`config.mk`:
```
export PLATFORM = sky130hd
export DESIGN_NAME = tt_um_rr_arbiter_7seg
export DESIGN_NICKNAME = d
export VERILOG_FILES = /design/src/rtl/tt_rr7_pkg.sv /design/src/rtl/rr_priority_pick.sv /design/src/rtl/tt_um_rr_arbiter_7seg.sv
export SDC_FILE = /design/constraint.sdc
export NUM_CORES = 1
export LEC_CHECK = 0
export ABC_AREA = 0
export BUFFER_PORTS_ARGS = -buffer_cell sky130_fd_sc_hd__buf_2
export CELL_PAD_IN_SITES_DETAIL_PLACEMENT = 0
export CELL_PAD_IN_SITES_GLOBAL_PLACEMENT = 1
export CORE_MARGIN = 5
export CORE_UTILIZATION = 30
export CTS_CLUSTER_DIAMETER = 80
export DETAILED_ROUTE_END_ITERATION = 16
export PLACE_DENSITY = 0.68
export SYNTH_ARGS = -nofsm -noshare
export SYNTH_HDL_FRONTEND = slang
export SYNTH_HIERARCHICAL = 1
export SYNTH_SLANG_ARGS = --single-unit
export TNS_END_PERCENT = 50
```
`constraint.sdc`:
```
create_clock -name clk -period 7.3 [get_ports clk]
set_input_delay 1.46 -clock clk [delete_from_list [all_inputs] [get_ports clk]]
set_output_delay 1.46 -clock clk [all_outputs]
set_load 0.1 [all_outputs]
```
`src/rtl/tt_rr7_pkg.sv`:
```
// ============================================================================
// Module   : tt_rr7_pkg
// Brief    : Shared types and constants for the round-robin 7-segment arbiter.
// Revision : 1.0 - initial release
// ============================================================================
`default_nettype none

package tt_rr7_pkg;

  typedef enum logic [1:0] {
    IDLE  = 2'd0,
    GRANT = 2'd1,
    GAP   = 2'd2
  } state_t;

  // Active-low segment codes, entry i at bits [7*i +: 7]; bit 6 is segment a.
  localparam logic [7:0][6:0] SEG_TABLE = {
    7'h0F, 7'h20, 7'h24, 7'h4C, 7'h06, 7'h12, 7'h4F, 7'h01
  };

  localparam logic [6:0] SEG_BLANK = 7'h7F;

endpackage

`default_nettype wire

```
`src/rtl/rr_priority_pick.sv`:
```
// ============================================================================
// Module   : rr_priority_pick
// Brief    : Combinational round-robin pick: first set request at or above ptr.
// Revision : 1.0 - initial release
// ============================================================================
`default_nettype none

module rr_priority_pick (
  input  logic [7:0] i_req,
  input  logic [2:0] i_ptr,
  output logic [2:0] o_idx,
  output logic       o_any
);

  logic [15:0] w_dbl;
  logic [7:0]  w_rot;
  logic [2:0]  w_ffs;

  // Rotate so that the pointer position lands on bit 0.
  assign w_dbl = {i_req, i_req} >> i_ptr;
  assign w_rot = w_dbl[7:0];

  always_comb begin
    w_ffs = 3'd0;
    for (int i = 7; i >= 0; i--) begin
      if (w_rot[i]) w_ffs = i[2:0];
    end
  end

  assign o_idx = w_ffs + i_ptr;
  assign o_any = |i_req;

endmodule

`default_nettype wire

```
`src/rtl/tt_um_rr_arbiter_7seg.sv`:
```
// ============================================================================
// Module   : tt_um_rr_arbiter_7seg
// Brief    : Eight-way round-robin arbiter with bounded tenure driving a 7-seg.
// Revision : 1.0 - initial release
// ============================================================================
`default_nettype none

module tt_um_rr_arbiter_7seg
  import tt_rr7_pkg::*;
#(
  parameter int HOLD_CYCLES = 16,
  parameter int CNT_W       = 8
) (
  input  logic       clk,
  input  logic       rst_n,
  input  logic [7:0] ui,
  output logic [7:0] uo,
  input  logic [7:0] uio_in,
  output logic [7:0] uio_out,
  output logic [7:0] uio_oe,
  input  logic       ena
);

  localparam logic [CNT_W-1:0] C_CNT_MAX = CNT_W'(HOLD_CYCLES - 1);

  state_t           r_state;
  state_t           w_state_next;
  logic [2:0]       r_idx;
  logic [2:0]       r_ptr;
  logic [CNT_W-1:0] r_cnt;
  logic [6:0]       r_seg;
  logic             r_to;
  logic             r_gv;

  logic [2:0]       w_pick_idx;
  logic             w_pick_any;
  logic             w_drop;
  logic             w_rel;
  logic             w_tmo;
  logic             w_exit;
  logic             w_unused;

  rr_priority_pick u_pick (
    .i_req (ui),
    .i_ptr (r_ptr),
    .o_idx (w_pick_idx),
    .o_any (w_pick_any)
  );

  assign w_drop = ~ui[r_idx];
  assign w_rel  = uio_in[0];
  assign w_tmo  = (r_cnt == C_CNT_MAX) && !uio_in[1];

  always_comb begin
    w_state_next = r_state;
    w_exit       = 1'b0;
    case (r_state)
      IDLE:  if (w_pick_any) w_state_next = GRANT;
      GRANT: begin
        if (w_drop || w_rel || w_tmo) begin
          w_exit       = 1'b1;
          w_state_next = GAP;
        end
      end
      GAP:     w_state_next = IDLE;
      default: w_state_next = IDLE;
    endcase
  end

  always_ff @(posedge clk or negedge rst_n) begin
    if (!rst_n) begin
      r_state <= IDLE;
      r_idx   <= 3'd0;
      r_ptr   <= 3'd0;
      r_cnt   <= '0;
      r_seg   <= SEG_BLANK;
      r_to    <= 1'b0;
      r_gv    <= 1'b0;
    end else begin
      r_state <= w_state_next;
      case (r_state)
        IDLE: begin
          if (w_pick_any) begin
            r_idx <= w_pick_idx;
            r_cnt <= '0;
            r_gv  <= 1'b1;
            r_seg <= SEG_TABLE[w_pick_idx];
          end
        end
        GRANT: begin
          if (w_exit) begin
            r_ptr <= r_idx + 3'd1;
            r_gv  <= 1'b0;
            r_seg <= SEG_BLANK;
            // Flag only a pure timeout; a coincident release or drop wins.
            r_to  <= w_tmo && !w_drop && !w_rel;
          end else if (r_cnt != C_CNT_MAX) begin
            r_cnt <= r_cnt + 1'b1;
          end
        end
        GAP:     r_to <= 1'b0;
        default: ;
      endcase
    end
  end

  assign uo      = {r_to, r_seg};
  assign uio_out = {r_gv, r_idx & {3{r_gv}}, 4'b0000};
  assign uio_oe  = 8'hF0;

  assign w_unused = &{ena, uio_in[7:2], 1'b0};

endmodule

`default_nettype wire

```
* Word level (Yosys, flattened, before mapping)
Memories as Yosys holds them, arrays and structs flattened.
Cells that the tools add are included.
** Storage, ports and cells
- Input port bits :: 19
- Word-level logic and storage cells :: 70
- Memories kept :: 1
- Bits in registers :: 25
- Memory bits (read-only) :: 56
** Memories
- (name not given) :: words 8, bits a word 7, read ports 1, clocked after memory_dff 0, write ports 0, line tt_um_rr_arbiter_7seg.sv:87 : r_seg <= SEG_TABLE[w_pick_idx];
** Cells by class
- Reductions and logical operators :: 17
- Bitwise logic cells :: 2
- Add/sub/neg operators :: 3
- Shift operators :: 1
- Eq/ne operators :: 9
- Magnitude comparators :: 2
- Mux-type cells :: 28
** Operators with widths (count)
- 3-bit two-way mux :: 8
- 8-bit two-way mux :: 3
- 7-bit two-way mux :: 3
- 8-bit one-hot mux with 2 select lines :: 1
- 16-bit by 3-bit >> shifter with 8-bit output :: 1
- 7-bit one-hot mux with 2 select lines :: 1
- 8-bit by 1-bit adder with 8-bit output (second input constant) :: 1
- 8-bit by 4-bit equality test with 1-bit output (second input constant) :: 1
- 3-bit by 4-bit < comparator with 1-bit output (second input constant) :: 2
- 2-bit != test (second input constant) :: 4
- 8-bit by 4-bit != test with 1-bit output (second input constant) :: 1
- 2-bit AND reduction :: 4
- 8-bit OR reduction :: 1
- 1-bit two-way mux :: 6
- 2-bit two-way mux :: 2
- 1-bit one-hot mux with 2 select lines :: 2
- 2-bit one-hot mux with 2 select lines :: 1
- 4-bit AND reduction :: 1
- 2-bit nonzero test :: 2
- 3-bit by 1-bit adder with 3-bit output (second input constant) :: 1
- 3-bit adder :: 1
- 3-bit AND :: 1
- 1-bit binary-select mux with 3-bit select :: 1
- 1-bit logical AND :: 3
- 8 further kinds :: 10

* Logic depth before layout (Yosys ltp)
Gate-level depths: netlist of run 1.
- Depth in word-level cells :: 14
- Gate-level depth with buffers :: 16
- Mapped depth without buffers :: 14

* Modules after synthesis
The synthesis of run 1 kept the hierarchy.
** Modules (own cells, without submodules)
- tt_um_rr_arbiter_7seg :: cells each 163, sequential area each 634.4 um2, times used 1, area an instance 1524.0 um2
- rr_priority_pick :: cells each 50, sequential area each 0.0 um2, times used 1, area an instance 519.2 um2

* Worst setup path after synthesis of run 1
OpenSTA, ideal clock, no wires.
- Kind :: input -> register
- Start point :: in ui[7]
- End point :: reg r_seg[2]
- Slack :: 3.053 ns
- Cell stages on the path :: 15
- Required time :: 7.238 ns
- Arrival :: 4.185 ns
- Cells stage by stage :: mux4_1 -> mux2i_1 -> o311ai_0 -> a21bo_2 -> a31oi_1 -> ha_1 -> inv_1 -> fa_1 -> xnor2_1 -> xnor2_1 -> clkbuf_1 -> nor2_1 -> a211oi_1 -> a21oi_1 -> nand2_1
** On the way
- Longest elaborated chain between the ends :: 14
- Elaborated cells between the ends (all ways) :: 25
- Classes of those cells :: add/sub (1); eq/ne (2); shift (1); mux (15); bitwise (1); reduce/logical (4); memory (1)
** RTL lines
- start: declaration :: line tt_um_rr_arbiter_7seg.sv:16 : input logic [7:0] ui,
- 16-bit by 3-bit >> shifter with 8-bit output (*) :: line rr_priority_pick.sv:20 : assign w_dbl = {i_req, i_req} >> i_ptr;
- 3-bit two-way mux (7 in series) :: line rr_priority_pick.sv:26 : if (w_rot[i]) w_ffs = i[2:0];
- 3-bit two-way mux (*) :: line rr_priority_pick.sv:26
- 3-bit adder (*) :: line rr_priority_pick.sv:30 : assign o_idx = w_ffs + i_ptr;
- via w_pick_idx[2] :: line tt_um_rr_arbiter_7seg.sv:35 : logic [2:0] w_pick_idx;
- memory read 8 x 7 bit (*)
- 7-bit two-way mux (not written as such) (*) :: line tt_um_rr_arbiter_7seg.sv:87
- 7-bit two-way mux (*) :: line tt_um_rr_arbiter_7seg.sv:83 : if (w_pick_any) begin
- 7-bit one-hot mux with 2 select lines (*) :: line tt_um_rr_arbiter_7seg.sv:81 : case (r_state)
- end signal: assignment :: line tt_um_rr_arbiter_7seg.sv:87
- end: declaration :: line tt_um_rr_arbiter_7seg.sv:31 : logic [6:0] r_seg;
Mark *: on every way through the listed nets, which the timed path passes. The rest lies on a longest branch. The select of a mux whose other input is x is not followed.
A chain may end at the register's enable or synchronous reset.

* Final worst setup path of run 1
- Start point :: in ui[0]
- End point :: reg r_seg[6]
Same word-level chain as after synthesis.

==> results.ini, run 1 <==
[sta]
maxSlewViolCount = 0
slew_headroom_pct = 37.3
finalWorstSetupSlack_ps = 2660
period_share_pct = 63.6
clock_skew_ps = 2.33
worstMarginPinSlew_ps = 940
fin_setup_tns_ps = 0
setup_violations = 0
post-route-min-period_ps = 4640
timing.final.hold_violations = 0
rsz0062_at_grt = false
worst_hold_slack_ps = 525
fmax_ghz = 0.215

[drt]
viasPerCell = 5.05
finalWirelength_um = 4270
vias = 1551
first_pass_iters = 4
drt-initial-drc-count = 56
antenna_left = 0
routedWlPerCell_um = 13.9
route.detailed.drc = 0

[synthesis]
synth_flop_cell = dfrtp_1
async_flop_share_pct = 100
synth_common_cells = nand2_1, dfrtp_1, buf_4, mux2i_1, inv_1
synth_area_leaders = dfrtp_1, dfstp_2, mux4_1, mux2i_1, buf_4
syn_area_mm2 = 0.00204
synth_edf_count = 0
yosysTopAreaCell = dfrtp_1
syn-mean-instance-area_um2 = 9.59
synth_top_area_share_pct = 22.0
synth_cell_types = 51
ys_warn_count = 6
yosysMostFrequentCell = nand2_1
ys_seq_area_share_pct = 31.0
synth_seq_cells = 25
synth_cells = 213

[critical_path]
cp_num_buf_inv = 2
worstSetupPathType = primary input to flip-flop
critPathMostFrequentCell = xnor2_1
max_stage_delay_ps = 620
cp-end-kind = flip-flop
path_delay_family = compound AO/OA/AOI/OAI gates
r2r_start = r_ptr[0]
crit_arrival_ps = 4830
worstPathRequired_ps = 7490
cp_max_fo = 11
start_kind = primary input
rr_endpoint = r_seg[6]
reg2reg_depth = 13
r2r_slack_ps = 3230
crit_slowest_cell = xnor2_1
cp_cell_sequence = buf_2, mux4_1, mux2i_1, o311ai_0, a21bo_2, a31oi_1, ha_1, inv_1, fa_1, xnor2_1, xnor2_1, nor2b_1, a211oi_1, a21oi_1

[min_path]
hold_end = r_cnt[0]
holdCritStartpoint = r_cnt[0]
worstHoldPathCells = 1
hold_path.class = flip-flop to flip-flop

[clock_tree]
cts_tree = done
insertion_delay_ps = 260
clk_path_buf_depth = 2
cts_buffers = 3
cts_hold_buf = 0
post_cts_buffers = 0
cts.sinks = 25
cts_resized = 0
clkTransAtPathRegs_ps = 80
htreeDepth = 1
cts-root-buf = clkbuf_8

[floorplan]
num_rows = 30
ios = 43
initial_core_util_pct = 30.4
fp.dieH_um = 92.5
die_x_um = 92.5
core_mm2 = 0.00672
dieArea_mm2 = 0.00856

[place]
dpl.hpwl_um = 3160
port_buffers = 23
routabilityCongestion = 0.756
post-place-ws_ps = 2360

[grt]
grt_start_max_net_pins = 26
grt_usage_pct = 10.5
gr-total-overflow = 0
grt_pass1_wl_um = 7410
grt_pass1_vias = 1527
antenna_found_initial = 0

[status]
status = complete, no violations

[layout]
area_growth_pct = 7.23
drive_gt1_share_pct = 21.1
num_antenna_cells = 0
fillers = 718
nNetsFinal = 256

[job]
cap_violations = 0

-- worst max-delay path by stage --
stage	start	to	slack (ps)	cells after the start
floorplan	ui[7]	r_seg[2]	3050	15
global placement	ui[0]	r_seg[6]	2350	14
detailed placement	ui[0]	r_seg[6]	2360	14
CTS	ui[0]	r_seg[6]	2610	14
global route	ui[7]	r_seg[0]	2230	13
finish	ui[0]	r_seg[6]	2660	14
-- sequential cells by signal, summed over array words and instances, names as in the netlist --
signal / count
r_idx: 3
r_ptr: 3
r_seg: 7
r_state: 2
r_gv: 1
r_cnt: 8
r_to: 1
-- layer usage --
layer	wire [µm]	vias to the layer above	GRT usage [%]
met1	2180	735	16.0
met4	44	0	2.60
met3	168	4	1.38
met2	1880	29	15.5
met5	0	-	0
li1	-	783	-
-- cells in the final DEF (no fill, tap or decap), drive strengths merged, types with 4 or more instances in the layout --
cell | netlist | layout
a21oi | 9 | 9
a31oi | 4 | 4
and2 | 5 | 5
buf | 19 | 25
clkbuf | 6 | 4
conb | 2 | 12
dfrtp | 18 | 18
dfstp | 7 | 7
ha | 8 | 8
inv | 11 | 11
mux2 | 6 | 6
mux2i | 14 | 14
mux4 | 7 | 7
nand2 | 21 | 21
nand2b | 4 | 4
nand4 | 4 | 4
nor2 | 10 | 10
nor2b | 6 | 6
nor4 | 4 | 4
o21ai | 5 | 5
-- through the flow --
stage / utilization (%) / instance area (µm²) / instances
floorplan: - / 2080 / 223
global placement: 31.9 / 2150 / 303
detailed placement: 31.9 / 2150 / 303
CTS: 32.6 / 2190 / 307
global route: 32.6 / 2190 / 307
finish: 32.6 / 2190 / 307
-- final cells by class --
| type | count | area, µm² | area share (%) |
|---|---|---|---|
| multi-input cells | 162 | 1240 | 56.6 |
| flip-flops and latches | 25 | 634 | 29.0 |
| repair buffers | 25 | 130 | 5.94 |
| well taps | 80 | 100 | 4.57 |
| clock buffers | 4 | 45.0 | 2.06 |
| inverters | 11 | 41.3 | 1.88 |
-- cells by family after synthesis --
kind of cell	after synthesis	share of synthesized area [%]
compound gates	41	14.1
flops	25	31.0
buf+inv	36	10.1
fa+ha+maj	9	5.88
simple gates	70	17.8
mux	27	19.4
other cells	2	0.368
xor+xnor	3	1.29
Power of run 1 is left out: the tool's default activity adds up to more than one toggle a clock period on the data nets, which glitch-free logic cannot reach.
==> run 2: changes to the inputs <==
--- a/config.mk
+++ b/config.mk
@@ -5,7 +5,7 @@
 export SDC_FILE = /design/constraint.sdc
 export NUM_CORES = 1
 export LEC_CHECK = 0
-export ABC_AREA = 0
+export ABC_AREA = 1
 export BUFFER_PORTS_ARGS = -buffer_cell sky130_fd_sc_hd__buf_2
 export CELL_PAD_IN_SITES_DETAIL_PLACEMENT = 0
 export CELL_PAD_IN_SITES_GLOBAL_PLACEMENT = 1
@@ -13,7 +13,7 @@
 export CORE_UTILIZATION = 30
 export CTS_CLUSTER_DIAMETER = 80
 export DETAILED_ROUTE_END_ITERATION = 16
-export PLACE_DENSITY = 0.68
+export PLACE_DENSITY = 0.71
 export SYNTH_ARGS = -nofsm -noshare
 export SYNTH_HDL_FRONTEND = slang
 export SYNTH_HIERARCHICAL = 1
==> constraint.sdc (replaced) <==
create_clock -name clk -period 4.8 [get_ports clk]
set_input_delay 0.96 -clock clk [delete_from_list [all_inputs] [get_ports clk]]
set_output_delay 0.96 -clock clk [all_outputs]
set_load 0.1 [all_outputs]
==> results.ini, run 2 <==
[status]
status = complete, no violations

[place]
dpl.hpwl_um = 3560
placed_cells = 425
post-place-ws_ps = 1270
port_buffers = 23
routabilityCongestion = 0.771

[layout]
fillers = 826
multi_input_area_mm2 = 0.00125
seq_area_um2 = 634
largest_register_ff_count = 8
layout_commonest_cell = nand2_1
num_antenna_cells = 0
fin_cells = 429
area_growth_pct = 6.53
top_register = r_cnt
drive_gt1_share_pct = 20.9
nNetsFinal = 359
layout_common_cells = nand2_1, nand3_1, inv_1, buf_2, dfrtp_1
reg.largest.list = r_cnt: 8 flops, r_seg: 7 flops

[grt]
gr-total-overflow = 0
grt_pass1_vias = 1724
grt_usage_pct = 11.1
antenna_found_initial = 0
grt_pass1_wl_um = 8120
grt_start_max_net_pins = 26

[floorplan]
dieArea_mm2 = 0.00902
die_x_um = 95.0
ios = 43
fp.dieH_um = 95.0
initial_core_util_pct = 30.3
num_rows = 31
core_mm2 = 0.00714

[critical_path]
worstSetupPathType = primary input to flip-flop
start_kind = primary input
worstPathRequired_ps = 5020
cp-end-kind = flip-flop
cp_max_fo = 6
crit_arrival_ps = 3460

[clock_tree]
htreeDepth = 1
insertion_delay_ps = 280
cts_resized = 0
cts_tree = done
cts-root-buf = clkbuf_8
cts_buffers = 3
cts.sinks = 25
clk_path_buf_depth = 2
cts_hold_buf = 0
post_cts_buffers = 0
clkTransAtPathRegs_ps = 90

[sta]
fin_setup_tns_ps = 0
period_share_pct = 67.4
worstMarginPinSlew_ps = 557
finalWorstSetupSlack_ps = 1560
rsz0062_at_grt = false
slew_headroom_pct = 62.8
clock_skew_ps = 9.80
timing.final.hold_violations = 0
worst_hold_slack_ps = 490
maxSlewViolCount = 0
fmax_ghz = 0.309
setup_violations = 0
post-route-min-period_ps = 3240

[synthesis]
synth_area_leaders = dfrtp_1, nand2_1, dfstp_2, nand3_1, buf_4
synth_seq_cells = 25
synth_flop_cell = dfrtp_1
synth_common_cells = nand2_1, nand3_1, inv_1
ys_seq_area_share_pct = 29.3
synth_cell_types = 34
yosysTopAreaCell = dfrtp_1
syn-mean-instance-area_um2 = 6.88
syn_area_mm2 = 0.00217
async_flop_share_pct = 100
ys_warn_count = 6
synth_top_area_share_pct = 20.8
synth_edf_count = 0
synth_cells = 315
yosysMostFrequentCell = nand2_1

[min_path]
hold_path.class = flip-flop to flip-flop

[drt]
finalWirelength_um = 4750
route.detailed.drc = 0
vias = 1888
routedWlPerCell_um = 11.1
first_pass_iters = 4
drt-initial-drc-count = 117
viasPerCell = 4.40
antenna_left = 0

[job]
cap_violations = 0

==> run 2: cell types whose count changed after synthesis, sizes merged, moves of 7 or more <==
cell and change:
inv +22, mux2i -14, mux4 -7, nand2 +112, nand3 +41, nor2 +7
==> run 2: path summary, 6_finish.rpt <==
check	start	end	slack [ps]	cells past startpoint
hold reg to reg	r_seg[5]	r_seg[5]	490	2
min in group asynchronous	rst_n	r_cnt[7]	660	1
setup reg to reg	r_ptr[0]	r_seg[3]	1670	24
setup / recovery	ui[5]	r_seg[3]	1560	24
hold / removal	r_seg[5]	r_seg[5]	490	2
max in group asynchronous	rst_n	r_ptr[2]	3760	1
==> run 2: final cells by class <==
type	count	area share, %
multi-input cells	245	54.2
well taps	99	5.37
clock inverters	1	0.217
flip-flops and latches	25	27.5
inverters	33	5.91
repair buffers	23	4.99
clock buffers	3	1.79
==> run 2: cells by family (layout without fill, tap and decap cells) <==
| logic type | count (synthesis) | count (layout) | share of synthesized area, % |
|---|---|---|---|
| buffers and inverters | 55 | 60 | 14.7 |
| other | 2 | 12 | 0.347 |
| flip-flops | 25 | 25 | 29.3 |
| AND/OR/NAND/NOR | 203 | 203 | 43.8 |
| AO/OA/AOI/OAI | 19 | 19 | 5.49 |
| adder cells (fa/ha/maj) | 9 | 9 | 5.55 |
| XOR/XNOR | 2 | 2 | 0.809 |
==> run 2: critical path, stage by stage <==
cell,delay [ps]
buf_2,130
nand2_1,100
nand3_2,90
nand2_2,100
nand2_1,80
nand2_1,90
nand2_1,50
nand2_1,50
nand2_1,40
nand2_1,50
nand2_1,40
a21oi_1,130
ha_1,160
inv_1,50
fa_1,370
xor2_1,160
nand3b_1,170
nand2_1,70
inv_1,90
inv_1,160
nand2_1,90
o211ai_1,100
nand2_1,80
nand2_1,60
==> run 2: through the flow <==
step                instance area (µm²)  util [%]
floorplan                          2200         -
global placement                   2260      31.7
detailed placement                 2260      31.7
CTS                                2310      32.3
global route                       2310      32.3
finish                             2310      32.3
==> run 2: routing by layer <==
metal / global-route usage (%) / up-vias / share of wire [%]
met1: 15.7 / 861 / 48
met3: 1.51 / 4 / 3.6
met2: 17.7 / 23 / 47
met4: 2.88 / 0 / 1.2
li1: - / 1000 / -
met5: 0 / - / 0
Power of run 2 is left out for the same reason.
